$ cat config.mk
export PLATFORM = sky130hd
export DESIGN_NAME = slot_mem_sequencer
export DESIGN_NICKNAME = d
export VERILOG_FILES = /design/src/rtl/slot_mem_sequencer.sv
export SDC_FILE = /design/constraint.sdc
export NUM_CORES = 1
export LEC_CHECK = 0
export ABC_CLOCK_PERIOD_IN_PS = 5700
export CAP_MARGIN = 20
export CELL_PAD_IN_SITES_DETAIL_PLACEMENT = 1
export CELL_PAD_IN_SITES_GLOBAL_PLACEMENT = 2
export CORE_ASPECT_RATIO = 0.75
export CORE_MARGIN = 2
export CORE_UTILIZATION = 39
export CTS_BUF_LIST = sky130_fd_sc_hd__clkbuf_4 sky130_fd_sc_hd__clkbuf_8 sky130_fd_sc_hd__clkbuf_16
export CTS_CLUSTER_SIZE = 8
export DETAILED_ROUTE_END_ITERATION = 7
export DONT_BUFFER_PORTS = 1
export GPL_ROUTABILITY_DRIVEN = 0
export HOLD_SLACK_MARGIN = 0.03
export PLACE_DENSITY_LB_ADDON = 0.1
export RECOVER_POWER = 50
export SETUP_SLACK_MARGIN = 0.5
export SLEW_MARGIN = 0
export SYNTH_ARGS = -nofsm -noshare
export SYNTH_HDL_FRONTEND = slang
export SYNTH_SLANG_ARGS = --single-unit
$ cat constraint.sdc
create_clock -name clk_sys -period 5.7 [get_ports clk_sys]
set_input_delay 1.425 -clock clk_sys [delete_from_list [all_inputs] [get_ports clk_sys]]
set_output_delay 1.425 -clock clk_sys [all_outputs]
set_load 0.05 [all_outputs]
$ cat src/rtl/slot_mem_sequencer.sv
// Turns qualified CPU memory cycles from the slot mappers into single SDRAM req/ack
// or fixed-latency cart-SRAM transactions, stalling the CPU on reads and posting writes.
module slot_mem_sequencer #(
   parameter int ADDR_W   = 27,
   parameter int SRAM_AW  = 18,
   parameter int SRAM_LAT = 1,
   parameter int TIMEOUT  = 255
) (
   input  logic               clk_sys,
   input  logic               reset,
   input  logic               mreq,
   input  logic               cpu_rd,
   input  logic               cpu_wr,
   input  logic [7:0]         cpu_dout,
   input  logic [ADDR_W-1:0]  mem_addr,
   input  logic               mem_rnw,
   input  logic               ram_cs,
   input  logic               sram_cs,
   output logic               cpu_wait,
   output logic [7:0]         rd_data,
   output logic               rd_valid,
   output logic               timeout_err,
   output logic               sdram_req,
   input  logic               sdram_ack,
   output logic [ADDR_W-1:0]  sdram_addr,
   output logic               sdram_we,
   output logic [7:0]         sdram_din,
   input  logic [7:0]         sdram_dout,
   output logic [SRAM_AW-1:0] sram_addr,
   output logic               sram_we,
   output logic [7:0]         sram_din,
   input  logic [7:0]         sram_dout
);

   typedef enum logic [1:0] {IDLE, SD_REQ, SR_WAIT, DONE} state_t;

   localparam logic [7:0] TMO_LAST = 8'(TIMEOUT - 1);
   localparam logic [7:0] LAT_LAST = 8'(SRAM_LAT - 1);

   state_t state, state_nx;

   logic act, act_q, start, start_ok, discard;
   logic launch, launch_pend, pend_set, ack_hit, tmo_hit, busy_rd;

   logic              pend_v, pend_rd, pend_sd;
   logic [ADDR_W-1:0] pend_addr;
   logic [7:0]        pend_data;

   logic              cur_rd, cur_sd;
   logic [ADDR_W-1:0] cur_addr;
   logic [7:0]        cur_data;

   logic [7:0] cnt, cap_q, rd_q, done_data;

   assign act      = mreq & (cpu_rd | cpu_wr) & (ram_cs | sram_cs);
   assign start    = act & ~act_q & ~reset;
   assign discard  = ~cpu_rd & mem_rnw;
   assign start_ok = start & ~discard;
   // An access that cannot launch this cycle is parked until the in-flight one drains.
   assign pend_set = start_ok & ((state != IDLE) | pend_v);

   always_comb begin
      state_nx    = state;
      launch      = 1'b0;
      launch_pend = 1'b0;
      ack_hit     = 1'b0;
      tmo_hit     = 1'b0;
      case (state)
         IDLE: begin
            if (pend_v) begin
               launch      = 1'b1;
               launch_pend = 1'b1;
               state_nx    = pend_sd ? SD_REQ : SR_WAIT;
            end else if (start_ok) begin
               launch   = 1'b1;
               state_nx = ram_cs ? SD_REQ : SR_WAIT;
            end
         end
         SD_REQ: begin
            if (sdram_ack) begin
               ack_hit  = 1'b1;
               state_nx = cur_rd ? DONE : IDLE;
            end else if (cnt == TMO_LAST) begin
               tmo_hit  = 1'b1;
               state_nx = cur_rd ? DONE : IDLE;
            end
         end
         SR_WAIT: begin
            if (cnt == LAT_LAST) state_nx = cur_rd ? DONE : IDLE;
         end
         DONE:    state_nx = IDLE;
         default: state_nx = IDLE;
      endcase
   end

   // Edge detector keeps tracking through reset so a held strobe cannot retrigger.
   always_ff @(posedge clk_sys) act_q <= act;

   always_ff @(posedge clk_sys) begin
      if (reset) begin
         state       <= IDLE;
         pend_v      <= 1'b0;
         pend_rd     <= 1'b0;
         pend_sd     <= 1'b0;
         pend_addr   <= '0;
         pend_data   <= '0;
         cur_rd      <= 1'b0;
         cur_sd      <= 1'b0;
         cur_addr    <= '0;
         cur_data    <= '0;
         cnt         <= '0;
         cap_q       <= '1;
         rd_q        <= '1;
         timeout_err <= 1'b0;
      end else begin
         state <= state_nx;
         if (launch) begin
            cur_rd   <= launch_pend ? pend_rd   : cpu_rd;
            cur_sd   <= launch_pend ? pend_sd   : ram_cs;
            cur_addr <= launch_pend ? pend_addr : mem_addr;
            cur_data <= launch_pend ? pend_data : cpu_dout;
         end
         if (launch_pend) pend_v <= 1'b0;
         if (pend_set) begin
            pend_v    <= 1'b1;
            pend_rd   <= cpu_rd;
            pend_sd   <= ram_cs;
            pend_addr <= mem_addr;
            pend_data <= cpu_dout;
         end
         if (state_nx != state)
            cnt <= '0;
         else if (state == SD_REQ || state == SR_WAIT)
            cnt <= cnt + 8'd1;
         if (ack_hit)
            cap_q <= sdram_dout;
         else if (tmo_hit)
            cap_q <= '1;
         if (tmo_hit) timeout_err <= 1'b1;
         if (state == DONE) rd_q <= done_data;
      end
   end

   assign busy_rd    = cur_rd & (state == SD_REQ || state == SR_WAIT);
   assign cpu_wait   = ~reset & ((start_ok & (cpu_rd | (state != IDLE) | pend_v)) | pend_v | busy_rd);

   assign sdram_req  = (state == SD_REQ);
   assign sdram_we   = sdram_req & ~cur_rd;
   assign sdram_addr = cur_addr;
   assign sdram_din  = cur_data;
   assign sram_addr  = cur_addr[SRAM_AW-1:0];
   assign sram_din   = cur_data;
   assign sram_we    = (state == SR_WAIT) & (cnt == 8'd0) & ~cur_rd;

   assign done_data  = cur_sd ? cap_q : sram_dout;
   assign rd_valid   = (state == DONE);
   assign rd_data    = rd_valid ? done_data : rd_q;

endmodule

; Yosys cells after proc, flatten, opt, wreduce, memory -nomap -nowiden
; Cells that the tools add are included.
[totals]
regBits = 103
input_bits = 60
wordCells = 82
[classes]
n_addsub = 1
n_eq_ne = 5
muxes = 29
bitwise = 25
reduce_logical = 7
[op_table]
columns = operator, count
row1 = two-way mux 8 bit, 5
row2 = two-way mux 27 bit, 1
row3 = two-way mux 2 bit, 8
row4 = two-way mux 1 bit, 14
row5 = bitwise AND 1 bit, 13
row6 = adder 8 x 1 -> 8 bit (second input constant), 1
row7 = equality test 8 bit (second input constant), 1
row8 = logical NOT 8 bit, 1
row9 = case mux 2 bit (4 select lines), 1
row10 = bitwise OR 1 bit, 7
row11 = nonzero test 2 bit, 3
row12 = NOT 1 bit, 5
row13 = equality test 2 bit (second input constant), 2
row14 = equality test 2 x 1 -> 1 bit (second input constant), 1
row15 = logical NOT 2 bit, 1
row16 = != test 2 bit, 1
row17 = OR reduction 2 bit, 1
row18 = logical OR 1 bit, 1

; Depth between registers and ports, before layout
[depth]
depth_word = 11
mapped_depth = 8
ltp_nobuf = 7

; Least setup slack after synthesis
; No wires, ideal clock.
[synth_timing]
path_type = input port to output port
from = in reset
to = out cpu_wait
t_arrival_ns = 3.007
required_ns = 4.275
setup_slack_ns = 1.268
cell_stages = 4
path_buffers = 1
path_cell_list = clkbuf_1 o41ai_4 o21ai_0 a21oi_1
[synth_via]
elab_chain_len = 7
[synth_lines]
columns = element, line_no
row1 = "start, declared", 10  ; input logic reset,
row2 = NOT 1 bit (*), "56, 145"
row3 = bitwise AND 1 bit, 56  ; assign start = act & ~act_q & ~reset;
row4 = bitwise AND 1 bit, 58  ; assign start_ok = start & ~discard;
row5 = bitwise AND 1 bit, 145  ; assign cpu_wait = ~reset & ((start_ok & (cpu_rd | (state != IDLE) | pend_v)) | pend_v | busy_rd);
row6 = bitwise OR 1 bit (2 in a row), 145
row7 = bitwise AND 1 bit (*), 145
row8 = "end, declared", 19  ; output logic cpu_wait,
; Mark *: on every way between the ends. The rest lies on a longest branch, timed or not.

; Worst setup path in the final report
[layout_timing]
from = reg state[0]
to = out rd_data[0]
[layout_via]
elab_chain_len = 2
[layout_lines]
columns = element, line_no
row1 = "start, declared", 40  ; state_t state, state_nx;
row2 = "start signal, assigned", 116  ; state <= state_nx;
row3 = equality test 2 bit, 156  ; assign rd_valid = (state == DONE);
row4 = via rd_valid, 21  ; output logic rd_valid,
row5 = two-way mux 8 bit, n/a
row6 = "end, declared", 20  ; output logic [7:0] rd_data,
; The timed path passes the listed nets, and every way through them passes these cells.

==> results.txt <==
- The flow ran to the end, but the final reports show violations.
* Violated checks: capacitance limit, slew limit
- Most common cell in the netlist: nand2_1
- Final critical delay including setup and external delays: 4.157 ns
- In the detailed route, the total length drawn on met3 is 725 um.
* Leakage power summed over all cells: around 1.7 nW
* Total of flip-flops plus latches after synthesis: between 100 and 150
- Setup violations remaining at the end of the flow were counted as 0.
- At the end of the flow, the number of nets in the layout was a little under 600.
- The synthesized netlist occupies a cell area of ~4900 sq um.
* TritonCTS clock tree: built
* Most instantiated cells after synthesis: nand2_1, dfxtp_1, a21oi_1, nor2_1, nand3_1
- The share of the Yosys chip area taken by registers is between 40% and 50%.
- Static timing analysis puts the maximum clock frequency at 0.2406 GHz.
- Clock tree synthesis selected as its root buffer the cell clkbuf_16.
- Global routing consumed, over all layers together, between 10% and 20% of the routing resources.
* Clock-pin slew on the worst setup and hold paths: around 0.07 ns
- The detailed router finished its first iteration with between 150 and 200 violations.
- In this run the tightest slew margin relative to its limit is -16.90%.
- In this run the vertical extent of the chip is slightly above 100 um.
- The initial utilization of the core area, before any placement, comes to 40.12%.
- Layout area overhead: 2.585%
- Die span in x: between 100 and 150 um
- Buffers inserted to repair hold after CTS numbered 0.
* Setup repair after global routing missed its margin: false
- Max-Cap Viols: 1
- After routing, the total negative slack on setup checks comes to 0 ns.
* Crit start category: flip-flop
* Routed length per placed instance: around 18 um
- The startpoint identified for the worst register-to-register timing path is state[1].
- Post-detailed-placement cell area: 4755 sq um
- Among all flip-flop cells after synthesis, the most frequent one is dfxtp_1.
- Total number of clock tree sinks: 103
- The worst register-to-register path has a setup slack of around 2 ns.
- TritonCTS buffer count: 9
* Routed vias: around 3.8k
- Data on the critical path is required at its endpoint by 4.28 ns.
- In this run the core area contains 35 standard-cell rows.
- Antenna violations before repair: 0
- Depth of the most critical reg-to-reg path: 7
- In this run the biggest area consumer among cell types represents a little over two fifths of the synthesized area.
- Post-Route M1 WL: 5.928 mm
- FF-to-FF End: cnt[1]
- The worst path uses roughly 73% of the clock period.
- Ranked by total cell area, the synthesized netlist is headed by dfxtp_1, nand2_1, a311oi_2.
- The floorplan step defined a core boundary enclosing roughly 12000 sq um.
* Cells after synthesis: about 580
- Post-synthesis net count: 649
* Residual DRC count: 0
- The worst-case IR drop observed on VDD is roughly 0.2 mV.
* Total chip power: 2.157 mW
* Critical Path Start: state[0]
* Multi-input logic area: roughly 2400 sq um
- The startpoint identified for the worst hold timing path is pend_data[5].
* WL final: 12.43 mm
- In the routed layout, each cell is associated on average with a via count of roughly 5.5.
- The first global-routing pass estimated between 20 and 25 mm of wire.
- Wire segments on met2 add up to roughly 5.7 mm in the final route.
* Mean instance size in the synthesized netlist: between 8 and 9 sq um
- Final global-route overflow total: 0
* Ys Warns: 0
- Cells with a size suffix above 1 make up 12.31% of the layout.
- Transition time at the pin with the least slew margin: ~1.7 ns
* TritonRoute pass-1 iters: 4
* Boundary Pins: roughly 140
* Storage element area: slightly above 2000 sq um
- Hold slack: around 0.46 ns
* Count of inserted antenna diode cells: 0
* Worst-Skew Late Latency: 0.33 ns
- Fill cells: about 1.5k
* Port buffer count: 0
* Power per cell area: about 430 nW/um^2
- The HPWL after detailed placement is slightly below 8 mm.
- The tightest min-delay check is of the flip-flop to flip-flop type.
- Proportion of register bits with asynchronous set or reset after synthesis: 0%
* H-tree depth: 3
* Floorplan die area: between 10000 and 15000 sq um
* Count of cells resized by post-cts repair: 0
- Worst setup path class: flip-flop to primary output
* Number of different library cells in the post-synthesis netlist: 47
* Highest signal layer in the routed design: met4
* Post-route cell area: 5065 sq um
* Setup fix buffers added after clock tree synthesis: 0
- Data arrives at the worst endpoint at ~2.7 ns.
- Via count of the first global-routing pass: 3953
- The count of endpoints failing hold in the final timing report came to 0.
- Between clock sinks in the finished design, the worst skew comes to between 0.006 and 0.007 ns.
- Post-synth EDFFs: 0
- Number of nets with antenna violations after detailed routing: 0
- The largest total area in the synthesized netlist belongs to dfxtp_1.
- Clock tree buffer depth: 2
- Along the worst path, the maximum fanout reaches 17.
- Following the worst setup path forward leads to its endpoint at rd_data[0].
- Entering global routing, the biggest net connects just under 100 pins.
* Critical path capture point type: primary output
- The number of max-slew violations in the final report came to 14.
==> power by group <==
| group | total, mW | internal (mW) | switching (mW) |
|---|---|---|---|
| combinational | 0.483 | 0.148 | 0.335 |
| sequential | 1.01 | 0.781 | 0.233 |
| clock | 0.660 | 0.399 | 0.261 |
| total | 2.16 | 1.33 | 0.830 |
==> area by class of cell <==
type                            instances  area share (%)
Clock buffer                           12           4.891
Clock inverter                          3           1.359
Inverter                                7          0.5188
Multi-Input combinational cell        398           47.68
Sequential cell                       103           40.71
Tap cell                              166           4.101
Timing Repair Buffer                    5          0.7411
==> cells in the final DEF, fill, tap and decap left out, drive strengths merged, types with 2 or more instances in the layout <==
cell type,synthesis,routed
nand2,121,121
dfxtp,103,103
nor2,51,51
a21oi,50,50
nand3,40,40
a311oi,37,37
clkbuf,30,12
mux2i,10,10
nor4,9,9
nand2b,9,9
o22ai,8,8
or2,8,8
ha,8,8
inv,7,7
o21ai,5,5
xnor2,5,5
buf,43,5
nand4,4,4
xor2,4,4
and2,4,4
a211oi,3,3
nor2b,2,2
nor3,2,2
nor3b,2,2
a221oi,2,2
a21o,2,2
bufinv,0,2
==> metal layers <==
layer | global-route usage, % | vias up
met4 | 3.764 | 0
met2 | 32.07 | 86
li1 | - | 1874
met1 | 24.72 | 1838
met3 | 5.005 | 9
met5 | 0 | -
==> sequential cells by signal, summed over array words and instances, names as in the netlist <==
name and cells:
state 2, pend_v 1, pend_addr 27, cur_sd 1, pend_sd 1, sdram_din 8, act_q 1, timeout_err 1
pend_data 8, cap_q 8, rd_q 8, cur_rd 1, sdram_addr 27, pend_rd 1, cnt 8
==> through the flow <==
| step | std cells | worst slack (ns) | utilization (%) |
|---|---|---|---|
| 2_1_floorplan | 581 | 1.268 | - |
| 3_3_place_gp | 679 | 1.758 | 38.64 |
| 3_5_place_dp | 679 | 1.723 | 38.64 |
| 4_1_cts | 694 | 1.538 | 41.21 |
| 5_1_grt | 694 | 1.363 | 41.16 |
| 6_report | 694 | 1.543 | 41.16 |
==> kinds of logic (layout without fill, tap and decap cells) <==
group / count (synthesis) / in the layout / synth area share [%]
adder cells (fa/ha/maj): 8 / 8 / 2.027
AO/OA/AOI/OAI: 114 / 114 / 19.79
AND/OR/NAND/NOR: 256 / 256 / 23.24
flip-flops: 103 / 103 / 41.76
buffers and inverters: 80 / 27 / 9.250
XOR/XNOR: 9 / 9 / 1.596
multiplexers: 11 / 11 / 2.331
==> worst min path at each step <==
stage	to	slack, ns	cells past startpoint
finish	pend_data[5]	0.46	2
global route	pend_data[5]	0.46	2
CTS	pend_data[5]	0.45	2
detailed placement	pend_data[5]	0.44	2
global placement	pend_addr[6]	0.44	2
floorplan	pend_addr[26]	0.44	2
==> worst max-delay path, cell delays in order (launching register included) <==
cell and delay [ns]:
dfxtp_1 0.47, ha_1 0.92, nor2_1 0.13, a21oi_1 0.87
Power figures use the tool's default switching activity.
